[src/rtl/mux_4way_16.sv]
// 4-way WIDTH-bit selector for the CPU datapath: two-level 2:1 tree.
// Optional output register enabled by defining MUX4WAY16_OUTREG_EN.
module mux_4way_16 #(
  parameter int unsigned WIDTH = 16
) (
  input  logic             clk,
  input  logic             rst,
  input  logic [WIDTH-1:0] a,
  input  logic [WIDTH-1:0] b,
  input  logic [WIDTH-1:0] c,
  input  logic [WIDTH-1:0] d,
  input  logic [1:0]       sel,
  output logic [WIDTH-1:0] out
);

  logic [WIDTH-1:0] ab;
  logic [WIDTH-1:0] cd;
  logic [WIDTH-1:0] sel_word;

  // sel[0] picks within each pair, sel[1] picks between the pairs.
  always_comb begin
    ab       = sel[0] ? b  : a;
    cd       = sel[0] ? d  : c;
    sel_word = sel[1] ? cd : ab;
  end

`ifdef MUX4WAY16_OUTREG_EN
  always_ff @(posedge clk) begin
    if (rst) begin
      out <= '0;
    end else begin
      out <= sel_word;
    end
  end
`else
  // Combinational build keeps clk/rst on the port list for drop-in use only.
  logic unused_clk_rst;
  assign unused_clk_rst = clk ^ rst;
  assign out            = sel_word;
`endif

endmodule

[config.mk]
export PLATFORM = sky130hd
export DESIGN_NAME = mux_4way_16
export DESIGN_NICKNAME = d
export VERILOG_FILES = /design/src/rtl/mux_4way_16.sv
export SDC_FILE = /design/constraint.sdc
export NUM_CORES = 1
export LEC_CHECK = 0
export CAP_MARGIN = 20
export CORE_ASPECT_RATIO = 1.5
export CORE_MARGIN = 5
export CORE_UTILIZATION = 18
export DETAILED_ROUTE_END_ITERATION = 8
export GPL_TIMING_DRIVEN = 0
export PLACE_DENSITY = 0.8
export SLEW_MARGIN = 5
export SYNTH_ARGS = -nofsm -noshare
export SYNTH_HDL_FRONTEND = slang
export SYNTH_SLANG_ARGS = --single-unit
[constraint.sdc]
create_clock -name vclk -period 1.2
set_input_delay 0.24 -clock vclk [all_inputs]
set_output_delay 0.24 -clock vclk [all_outputs]
set_load 0.005 [all_outputs]
======== After elaboration in Yosys (flattened, before gate mapping) ========
Cells that the tools add are included.
storage, ports and cells
  input bits .............................. 68
  bits in registers ....................... 0
cells by class
  multiplexer cells ....................... 3
operator list
  cell     number
  $mux 16  3

======== Longest topological paths before layout ========
Gate-level depths: netlist (run 1).
  word-level depth ........................ 2
  mapped depth ............................ 3

======== Least setup slack after synthesis (run 1) ========
No wires, ideal clock.
  path kind ............................... input -> output
  from .................................... input sel[0]
  to ...................................... output out[10]
  buffers on the path ..................... 2
  data arrival time ....................... 0.995 ns
  stages on the path ...................... 3
  required time ........................... 0.960 ns
  setup slack ............................. -0.035 ns
  cells stage by stage .................... buf_6 buf_12 mux4_2
on the way
  longest elaborated chain between the ends .. 2
ends and longest elaborated chain
  element                            RTL line  source
  start: declaration                 12        input logic [1:0] sel,
  $mux 16, on equally long branches  22, 23
  $mux 16 (*)                        24        sel_word = sel[1] ? cd : ab;
  end: declaration                   13        output logic [WIDTH-1:0] out
Every way passes the cells marked *; elsewhere a longest branch is shown, timed or not.

======== Final worst setup path (run 1) ========
  from .................................... input sel[0]
  to ...................................... output out[14]
Same word-level chain as after synthesis.

==> results of run 1 <==
## layout make-up
| cell class | instances | area [µm²] | area share (%) |
|---|---|---|---|
| Multi-Input combinational cell | 16 | 360 | 29.9 |
| Tap cell | 23 | 28.8 | 2.39 |
| Buffer | 4 | 56.3 | 4.67 |
| Timing Repair Buffer | 85 | 759 | 63.0 |
## repair_timing
action / 4_1_cts / 5_1_grt
hold endpoints to repair: 0 / 0
gates cloned: 1 / 0
resized for setup: 154 / 2
setup endpoints to repair: 16 / 16
hold buffers: 0 / 0
setup buffers: 3 / 1
## per-layer routing
| metal | track usage [%] | routed length [µm] | vias to the layer above |
|---|---|---|---|
| li1 | - | - | 275 |
| met1 | 12.0 | 705 | 270 |
| met2 | 24.2 | 1160 | 61 |
| met3 | 7.53 | 405 | 0 |
| met4 | 0 | 0 | 0 |
| met5 | 0 | 0 | - |
## placed cells by master, fill, tap and decap left out, drive strengths merged
cell / Yosys / routed
buf: 4 / 29
clkdlybuf4s15: 0 / 1
dlygate4sd2: 0 / 59
mux4: 16 / 16
## cell families after synthesis
logic type	after synthesis
buffers and inverters	4
multiplexers	16
## power by group
group | internal (W) | leakage, nW | switching [W]
clock | 0 | 0 | 0
sequential | 0 | 0 | 0
combinational | 0.000300 | 0.582 | 0.000112
total | 0.000300 | 0.582 | 0.000112
## through the flow
step                instances  instance area (µm²)  power, W  hold slack, ns  worst slack, ns
detailed placement        123                 1260  0.000465            1.30           -0.672
CTS                       127                 1190  0.000411           0.875           -0.156
global route              128                 1200  0.000440           0.880           -0.174
floorplan                  20                  433  0.000138           0.689          -0.0113
finish                    128                 1200  0.000411           0.873           -0.142
global placement          123                 1260  0.000460            1.29           -0.647
## worst min-delay path, delay by kind of cell
family / cells / cell delay, ns
buffers and inverters: 2 / 0.16
muxes: 1 / 0.23
## final timing paths
check               from       to  slack [ns]  cells after the start
hold / removal      d[1]   out[1]        0.87                      3
setup / recovery  sel[0]  out[14]       -0.14                      4
==> results.txt, run 1 <==
The run finished, with violations left. The final reports fail on setup timing. Measured along the y axis, the die boundary spans 69.5 µm. The synthesized-area fraction occupied by ao, oa, aoi and oai cells is 0%. By area, the combinational part of the netlist is dominated by multiplexers. The most common cell in the netlist is sky130_fd_sc_hd__mux4_2. STA classifies the critical path startpoint as a primary input. Setup violations remaining at the end of the flow were counted as 16. The number of antenna violations at the first check in global routing is 0.

In this run the power density over the cells is 341 mW/mm². The number of detailed-route iterations in the first pass came out at 2. The final critical path time including I/O delays and setup came out at 1.34 ns. The multiplexer share of the synthesized area is 90.3%. In this run the worst path has a maximum fanout of 6. The number of pins exceeding their max-slew limit in the final report was 0. The number of global-route vias before repair came to 739. The proportion of synthesized chip area in sequential cells came out at 0%. The total routed wirelength came out at 2270 µm. The hold violation count in the final report came out at 0. When the netlist entered floorplanning its net count stood at 88.

0 antenna diodes ended up in the layout. The adder-cell area share of the yosys netlist is 0%. Setup repair after global routing could not meet its margin everywhere.

The reported max-cap violation count is 0. The post-detailed-route DRC marker count came out at 0. The final critical path takes up 112% of the cycle.

By instance count, the cell type seen most on the critical path is sky130_fd_sc_hd__buf_12. The worst supply voltage drop on vdd is 0.000153 V. Counting distinct cell types in the post-synthesis netlist gives 5.

The floorplan die width is 49.6 µm. In this run the worst hold path is classified as primary input to primary output. STA puts the critical path data arrival time at 1.10 ns. The worst stage delay on the critical path came out at 0.49 ns. The simple-gate share of the synthesized area came out at 0%. The total congestion overflow is 0. The aggregate negative setup slack came out at -2.02 ns. The top achievable clock speed is 0.745 GHz. The share of Yosys cell area claimed by the top area cell type came out at 53.1%.

For this run, the total global-route usage over all layers was measured as 12.7%. For this configuration, the core starts out at a cell density of 18.8%. The area of the mapped netlist is 424 µm².

The cell with the largest stage delay on the worst path is sky130_fd_sc_hd__mux4_2. Measured on the finished design, the core utilization comes to 53.3%. The number of port buffers came out at 80.

The critical path buffer and inverter count is 3. The average instance area after synthesis came out at 21.2 µm². The cell taking the most area after synthesis is sky130_fd_sc_hd__mux4_2.

The floorplan step defined a die boundary enclosing 0.00345 mm². The count of sequential standard cells is 0. The area growth from synthesis to layout came out at 184%. The first-pass GRT wire length is 3510 µm. The required time reported for the critical path endpoint is 0.96 ns.

The net count of the finished layout is 175. The worst max-slew margin expressed relative to the limit is 88.9%. The initialized floorplan defines 21 standard-cell rows. Sorting the synthesized cells by area gives the leading types as sky130_fd_sc_hd__mux4_2 53%, sky130_fd_sc_hd__mux4_1 37%, sky130_fd_sc_hd__buf_12 4.7%. The I/O pin count is 84.

Walking the worst path, the cells encountered are buf_12 > buf_12 > mux4_2 > buf_2. The worst setup path is of the primary input to primary output kind. The number of nets with antenna violations after detailed routing is 0. The setup slack after layout is -0.142 ns. STA classifies the critical path endpoint as a primary output. After detailed routing, the number of vias per cell comes to 4.73. The actual transition at the worst max-transition pin is 0.167 ns. The routability congestion estimate is 0.722. Of the cells placed in the final design, the portion with a size suffix greater than 1 is 42.9%.

The number of warnings reported in the yosys synthesis log came out at 0. For this block, the via count after detailed routing is 606. For this design the static power due to leakage is 0.582 nW. Counting instances in the post-synthesis netlist gives the leading cell types as 10 x sky130_fd_sc_hd__mux4_2, 6 x sky130_fd_sc_hd__mux4_1, 2 x sky130_fd_sc_hd__buf_2, 1 x sky130_fd_sc_hd__buf_12, 1 x sky130_fd_sc_hd__buf_6. The pin count of the biggest net entering global routing came out at 11. The number of clock buffer instances in the layout came out at 0. The sequential cell area is 0 µm².

The number of inserted filler cells in the final layout is 227. Broken down by cell family, the worst path's largest delay share belongs to multiplexers. For this block, the initial DRC count from the detailed router was 1. The average routed wire per standard cell came out at 17.7 µm.

The cell count after synthesis came out at 20. The area of the core region is 0.00226 mm². The xor and xnor area share after synthesis came out at 0%.
Note: power is estimated with default switching activity, not from simulation.
==> inputs of run 2 (changes only) <==
--- a/config.mk
+++ b/config.mk
@@ -6,7 +6,7 @@
 export NUM_CORES = 1
 export LEC_CHECK = 0
 export CAP_MARGIN = 20
-export CORE_ASPECT_RATIO = 1.5
+export CORE_ASPECT_RATIO = 0.7
 export CORE_MARGIN = 5
 export CORE_UTILIZATION = 18
 export DETAILED_ROUTE_END_ITERATION = 8
==> results.txt, run 2 (synthesized netlist as in run 1, its figures left out) <==
The total routed wirelength is 2350 µm (+3.7%). The worst supply voltage drop on vdd was 0.000120 V (-22%). The number of nets in the finished design is 173 (-1.1%).

The number of rows created at floorplan is 14 (-33%). The post-placement cell count came out at 132 (+7.3%). The total routing resource utilization after global routing came out at 12.1% (-0.59 points). The critical path buffer and inverter count is 3 (unchanged). The number of nets with antenna violations after detailed routing is 0 (unchanged). The total congestion overflow was 0 (unchanged).

The number of port buffers came out at 80 (unchanged). The aggregate negative setup slack is -2.05 ns (-0.0311 ns). The floorplan die area came out at 0.00344 mm² (-0.13%). The actual transition at the worst max-transition pin was 0.174 ns (+0.00702 ns). The count of sequential standard cells was 0 (unchanged). The number of DRC markers in iteration 0 is 8 (+7).

The flow ran to the end, but the final reports show violations. The final-report setup violation count is 16 (unchanged). The floorplan die width came out at 68.0 µm (+37%). The number of pins exceeding their max-slew limit in the final report came out at 0 (unchanged).

The reported max-cap violation count is 0 (unchanged). The static power due to leakage is 0.560 nW (-3.7%). The top cell types in the final layout, fill and taps aside, are 48 x sky130_fd_sc_hd__dlygate4sd2_1, 16 x sky130_fd_sc_hd__buf_2, 16 x sky130_fd_sc_hd__mux4_2, 8 x sky130_fd_sc_hd__buf_6, 7 x sky130_fd_sc_hd__clkdlybuf4s15_1. The worst path arrival time came to 1.11 ns (about the same). The pin count of the biggest net entering global routing came out at 11 (unchanged). The final critical path time including I/O delays and setup is 1.35 ns (+0.00698 ns). The required time reported for the critical path endpoint is 0.96 ns (about the same). The layout cell share with drive strength beyond 1 is 46.6% (+3.7 points). The area of the core region came out at 0.00221 mm² (-2.3%). The worst stage delay on the critical path came out at 0.48 ns (about the same). The first-pass GRT wire length is 3230 µm (-7.9%).

The worst max-slew margin expressed relative to the limit came to 88.4% (-0.47 points). The final reports fail on setup timing. The number of antenna violations at the first check in global routing came out at 0 (unchanged).

The count of vias placed by the detailed router came to 606 (unchanged). The routability congestion estimate is 0.676 (-6.3%). The number of inserted filler cells in the final layout came out at 243 (+7.0%).

The average routed wire per standard cell came out at 17.4 µm (-1.7%). The sequential cell area came out at 0 µm² (unchanged). The category of cells accounting for the largest share of critical-path delay is multiplexers. The hold violation count in the final report is 0 (unchanged). The nature of the critical path endpoint is a primary output. The post-detailed-route DRC marker count is 0 (unchanged). The type of the worst setup path is primary input to primary output. On the critical path, the stage with the largest delay is an instance of sky130_fd_sc_hd__mux4_2.

The die extent in y came out at 50.6 µm (-27%). The number of global-route vias before repair is 638 (-14%). The detailed-route vias per instance is 4.49 (-5.2%). The number of detailed-route iterations in the first pass is 2 (unchanged). The I/O pin count came out at 84 (unchanged).

The library cell used most frequently in the layout, excluding fill and tap cells, is sky130_fd_sc_hd__dlygate4sd2_1. The largest driver fanout on the critical path came out at 5 (-1). The power per unit of standard cell area is 336 mW/mm² (-1.6%). The top achievable clock speed was 0.742 GHz (-0.52%). Setup repair after global routing could not meet its margin everywhere.

The type of the worst min-delay path is primary input to primary output. The critical path goes through buf_12 > buf_16 > mux4_2 > buf_2. The kind of start point of the critical path is a primary input. The number of diodes added for antenna fixing came out at 0 (unchanged). The initial cell density of the core is 19.2% (+0.45 points).

The final worst-path cycle share came out at 112% (+0.58 points). The multi-input combinational cell area is 360 µm² (unchanged). The area growth from synthesis to layout came out at 179%. The post-layout instance count excluding filler cells came to 135 (+5.5%). The setup slack after layout was -0.149 ns (-0.00698 ns). The number of clock buffer instances in the layout came to 0 (unchanged).
==> run 2: cell count changes in the layout (fill, tap and decap cells not counted) <==
cell                              previous run  this run
sky130_fd_sc_hd__buf_12                      3         4
sky130_fd_sc_hd__buf_2                      11        16
sky130_fd_sc_hd__buf_4                       3         0
sky130_fd_sc_hd__buf_6                      11         8
sky130_fd_sc_hd__clkbuf_2                    0         3
sky130_fd_sc_hd__clkdlybuf4s15_1             1         7
sky130_fd_sc_hd__dlygate4sd2_1              59        48
==> run 2: area by class of cell <==
cell class / instances / share of cell area (%)
timing repair buffer: 83 / 61.4
multi-input combinational: 16 / 30.4
buffer: 4 / 4.76
tap: 32 / 3.38
==> run 2: worst paths after layout <==
| path | endpoint | startpoint | cells after the start |
|---|---|---|---|
| hold / removal | out[15] | d[15] | 3 |
| setup / recovery | out[8] | sel[0] | 4 |
==> run 2: per-stage QoR <==
step	hold WS [ns]	area (µm²)	worst slack (ns)	util, %	total power [W]
floorplan	0.689	433	-0.0113	-	0.000138
global placement	1.29	1270	-0.644	57.7	0.000457
detailed placement	1.29	1270	-0.675	57.7	0.000465
CTS	0.885	1170	-0.162	53.2	0.000398
global route	0.899	1180	-0.174	53.6	0.000424
finish	0.879	1180	-0.149	53.6	0.000398
==> run 2: layer usage <==
layer	share of wire, %	track usage [%]	up-vias
met5	0	0	-
met4	0	0	0
met3	13	2.23	0
met2	51	22.9	41
met1	37	15.1	294
li1	-	-	271
==> run 2: repair_timing <==
item / CTS / global route
hold buffers: 0 / 0
buffers inserted: 1 / 1
endpoints found under the hold margin: 0 / 0
cloned: 1 / 0
resized for setup: 166 / 4
setup endpoints to repair: 16 / 16
==> run 2: where the power goes <==
group          switching, W  internal [W]
Clock                     0             0
Sequential                0             0
Combinational      0.000110      0.000288
==> inputs of run 3 (changes only) <==
--- a/config.mk
+++ b/config.mk
@@ -6,12 +6,11 @@
 export NUM_CORES = 1
 export LEC_CHECK = 0
 export CAP_MARGIN = 20
-export CORE_ASPECT_RATIO = 0.7
 export CORE_MARGIN = 5
 export CORE_UTILIZATION = 18
 export DETAILED_ROUTE_END_ITERATION = 8
 export GPL_TIMING_DRIVEN = 0
-export PLACE_DENSITY = 0.8
+export PLACE_DENSITY_LB_ADDON = 0.08
 export SLEW_MARGIN = 5
 export SYNTH_ARGS = -nofsm -noshare
 export SYNTH_HDL_FRONTEND = slang
==> results.txt, run 3 (synthesized netlist as in run 1, its figures left out) <==
The flow ran to the end, but the final reports show violations. The checks that failed: setup timing. The post-detailed-placement cell area is 0.00127 mm² (-0.39%). The static power due to leakage is 0.581 nW (+3.7%). The routability congestion estimate is 0.739 (+9.3%). The floorplan die width was 58.5 µm (-14%). The actual transition at the worst max-transition pin came out at 0.165 ns (-0.00895 ns). The count of sequential standard cells is 0 (unchanged). The number of global-route vias before repair came out at 704 (+10%). STA classifies the critical path startpoint as a primary input. The reported max-cap violation count came out at 0 (unchanged).

The aggregate negative setup slack came out at -1.96 ns (+0.0960 ns). The number of instances on the worst hold path came out at 3 (unchanged). The count of vias placed by the detailed router came to 591 (-2.5%). The top achievable clock speed is 0.748 GHz (+0.90%). The setup slack after layout was -0.136 ns (+0.0121 ns). The first-pass GRT wire length is 3450 µm (+6.8%). The initial cell density of the core is 19.0% (-0.23 points). Setup repair after global routing could not meet its margin everywhere.

The post-layout instance count excluding filler cells came out at 132 (-2.2%). For hold timing, the worst endpoint is out[4]. The floorplan die area is 0.00343 mm² (-0.44%). The multi-input combinational cell area came out at 360 µm² (unchanged). The pin count of the biggest net entering global routing came out at 11 (unchanged).

The worst max-slew margin expressed relative to the limit came to 89.0% (+0.60 points). The number of detailed-route iterations in the first pass came out at 4 (+2). The number of inserted filler cells in the final layout came to 240 (-1.2%). The worst setup path is captured at a primary output. Leaving out fill and tap cells, the most frequent cell in the layout is sky130_fd_sc_hd__dlygate4sd2_1. The final critical path time including I/O delays and setup is 1.34 ns (-0.0121 ns).

The number of DRC markers in iteration 0 is 10 (+2). The library cells used most frequently in the layout, excluding fill and tap cells, are 64 x sky130_fd_sc_hd__dlygate4sd2_1, 16 x sky130_fd_sc_hd__mux4_2, 10 x sky130_fd_sc_hd__buf_6, 8 x sky130_fd_sc_hd__buf_2, 3 x sky130_fd_sc_hd__buf_12. Summed over all nets, the half-perimeter wirelength after detailed placement is 1930 µm.

The sequential cell area came to 0 µm² (unchanged). The total routed wirelength came out at 2220 µm (-5.6%). The worst path arrival time came out at 1.10 ns (about the same).

The I/O pin count is 84 (unchanged). The layout cell share with drive strength beyond 1 is 38.5% (-8.1 points). The number of clock buffer instances in the layout is 0 (unchanged).

The number of diodes added for antenna fixing came out at 0 (unchanged). The worst hold margin is 0.966 ns (+0.0872 ns). The largest driver fanout on the critical path came out at 5 (unchanged). The post-placement cell count came out at 128 (-3.0%). The worst hold path belongs to the class primary input to primary output.

The required time reported for the critical path endpoint came out at 0.96 ns (about the same). The post-detailed-route DRC marker count is 0 (unchanged). The area of the core region was 0.00223 mm² (+1.2%). The total of hold buffers inserted after clock tree synthesis came out at 0 (unchanged). The final-report setup violation count is 16 (unchanged). The number of pins exceeding their max-slew limit in the final report is 0 (unchanged). The total routing resource utilization after global routing came out at 13.0% (+0.85 points). The area growth from synthesis to layout came out at 186%. The number of nets with antenna violations after detailed routing is 0 (unchanged). The worst supply voltage drop on vdd is 0.000205 V (+72%). The power per unit of standard cell area came out at 333 mW/mm² (-0.88%).

The cell area after layout is 0.00121 mm² (+2.3%). The hold violation count in the final report came out at 0 (unchanged). The post-placement setup slack is -0.667 ns (+0.00849 ns). The die extent in y is 58.5 µm (+16%). The average routed wire per standard cell came out at 16.8 µm (-3.5%). The final worst-path cycle share was 111% (-1.0 points). The number of rows created at floorplan came out at 17 (+3).

The detailed-route vias per instance is 4.48 (-0.26%). The number of port buffers came out at 80 (unchanged). The critical path is of the primary input to primary output type.

The worst hold path begins at sel[1]. The number of nets in the finished design came out at 174 (+0.58%). The total congestion overflow is 0 (unchanged). The number of antenna violations at the first check in global routing is 0 (unchanged).
[run 3: cell count changes in the layout (fill, tap and decap cells not counted), sizes merged]
cell | before | now
buf | 29 | 24
clkbuf | 3 | 0
clkdlybuf4s15 | 7 | 0
dlygate4sd2 | 48 | 64
[run 3: power by group]
part,leakage (nW),internal (W),switching [W]
combinational,0.581,0.000295,0.000108
clock,0,0,0
sequential,0,0,0
total,0.581,0.000295,0.000108
[run 3: how the worst max path moves through the flow]
stage / start / cells past startpoint / slack [ns] / endpoint
5_1_grt: sel[0] / 4 / -0.17 / out[14]
3_5_place_dp: b[1] / 3 / -0.67 / out[1]
3_3_place_gp: b[2] / 3 / -0.67 / out[2]
6_report: sel[0] / 4 / -0.14 / out[5]
4_1_cts: sel[0] / 4 / -0.14 / out[5]
2_1_floorplan: sel[0] / 3 / -0.01 / out[10]
[run 3: layout make-up]
class / instances / area share, %
Timing Repair Buffer: 84 / 62.7
Multi-Input combinational cell: 16 / 29.8
Buffer: 4 / 4.65
Tap cell: 28 / 2.89
[run 3: stage by stage]
step | power [W] | util (%)
after floorplan | 0.000138 | -
after global placement | 0.000460 | 56.8
after detailed placement | 0.000463 | 56.8
after CTS | 0.000400 | 53.5
after global routing | 0.000437 | 54.2
final | 0.000403 | 54.2
[run 3: routing by layer]
layer,track usage (%),wire length [µm],vias to the layer above
li1,-,-,272
met1,15.8,752,273
met2,23.4,1160,42
met3,3.07,259,4
met4,1.99,48,0
met5,0,0,-
[run 3: critical path, stage by stage]
cell	delay [ns]
sky130_fd_sc_hd__buf_12	0.10
sky130_fd_sc_hd__buf_12	0.12
sky130_fd_sc_hd__mux4_2	0.50
sky130_fd_sc_hd__buf_6	0.13
[run 3: timing repair]
action / in CTS / in global routing
setup endpoints to repair: 16 / 16
setup buffers: 3 / 0
gates resized for setup: 143 / 3
pin swaps: 0 / 0
hold endpoints to repair: 0 / 0
cloned: 1 / 0
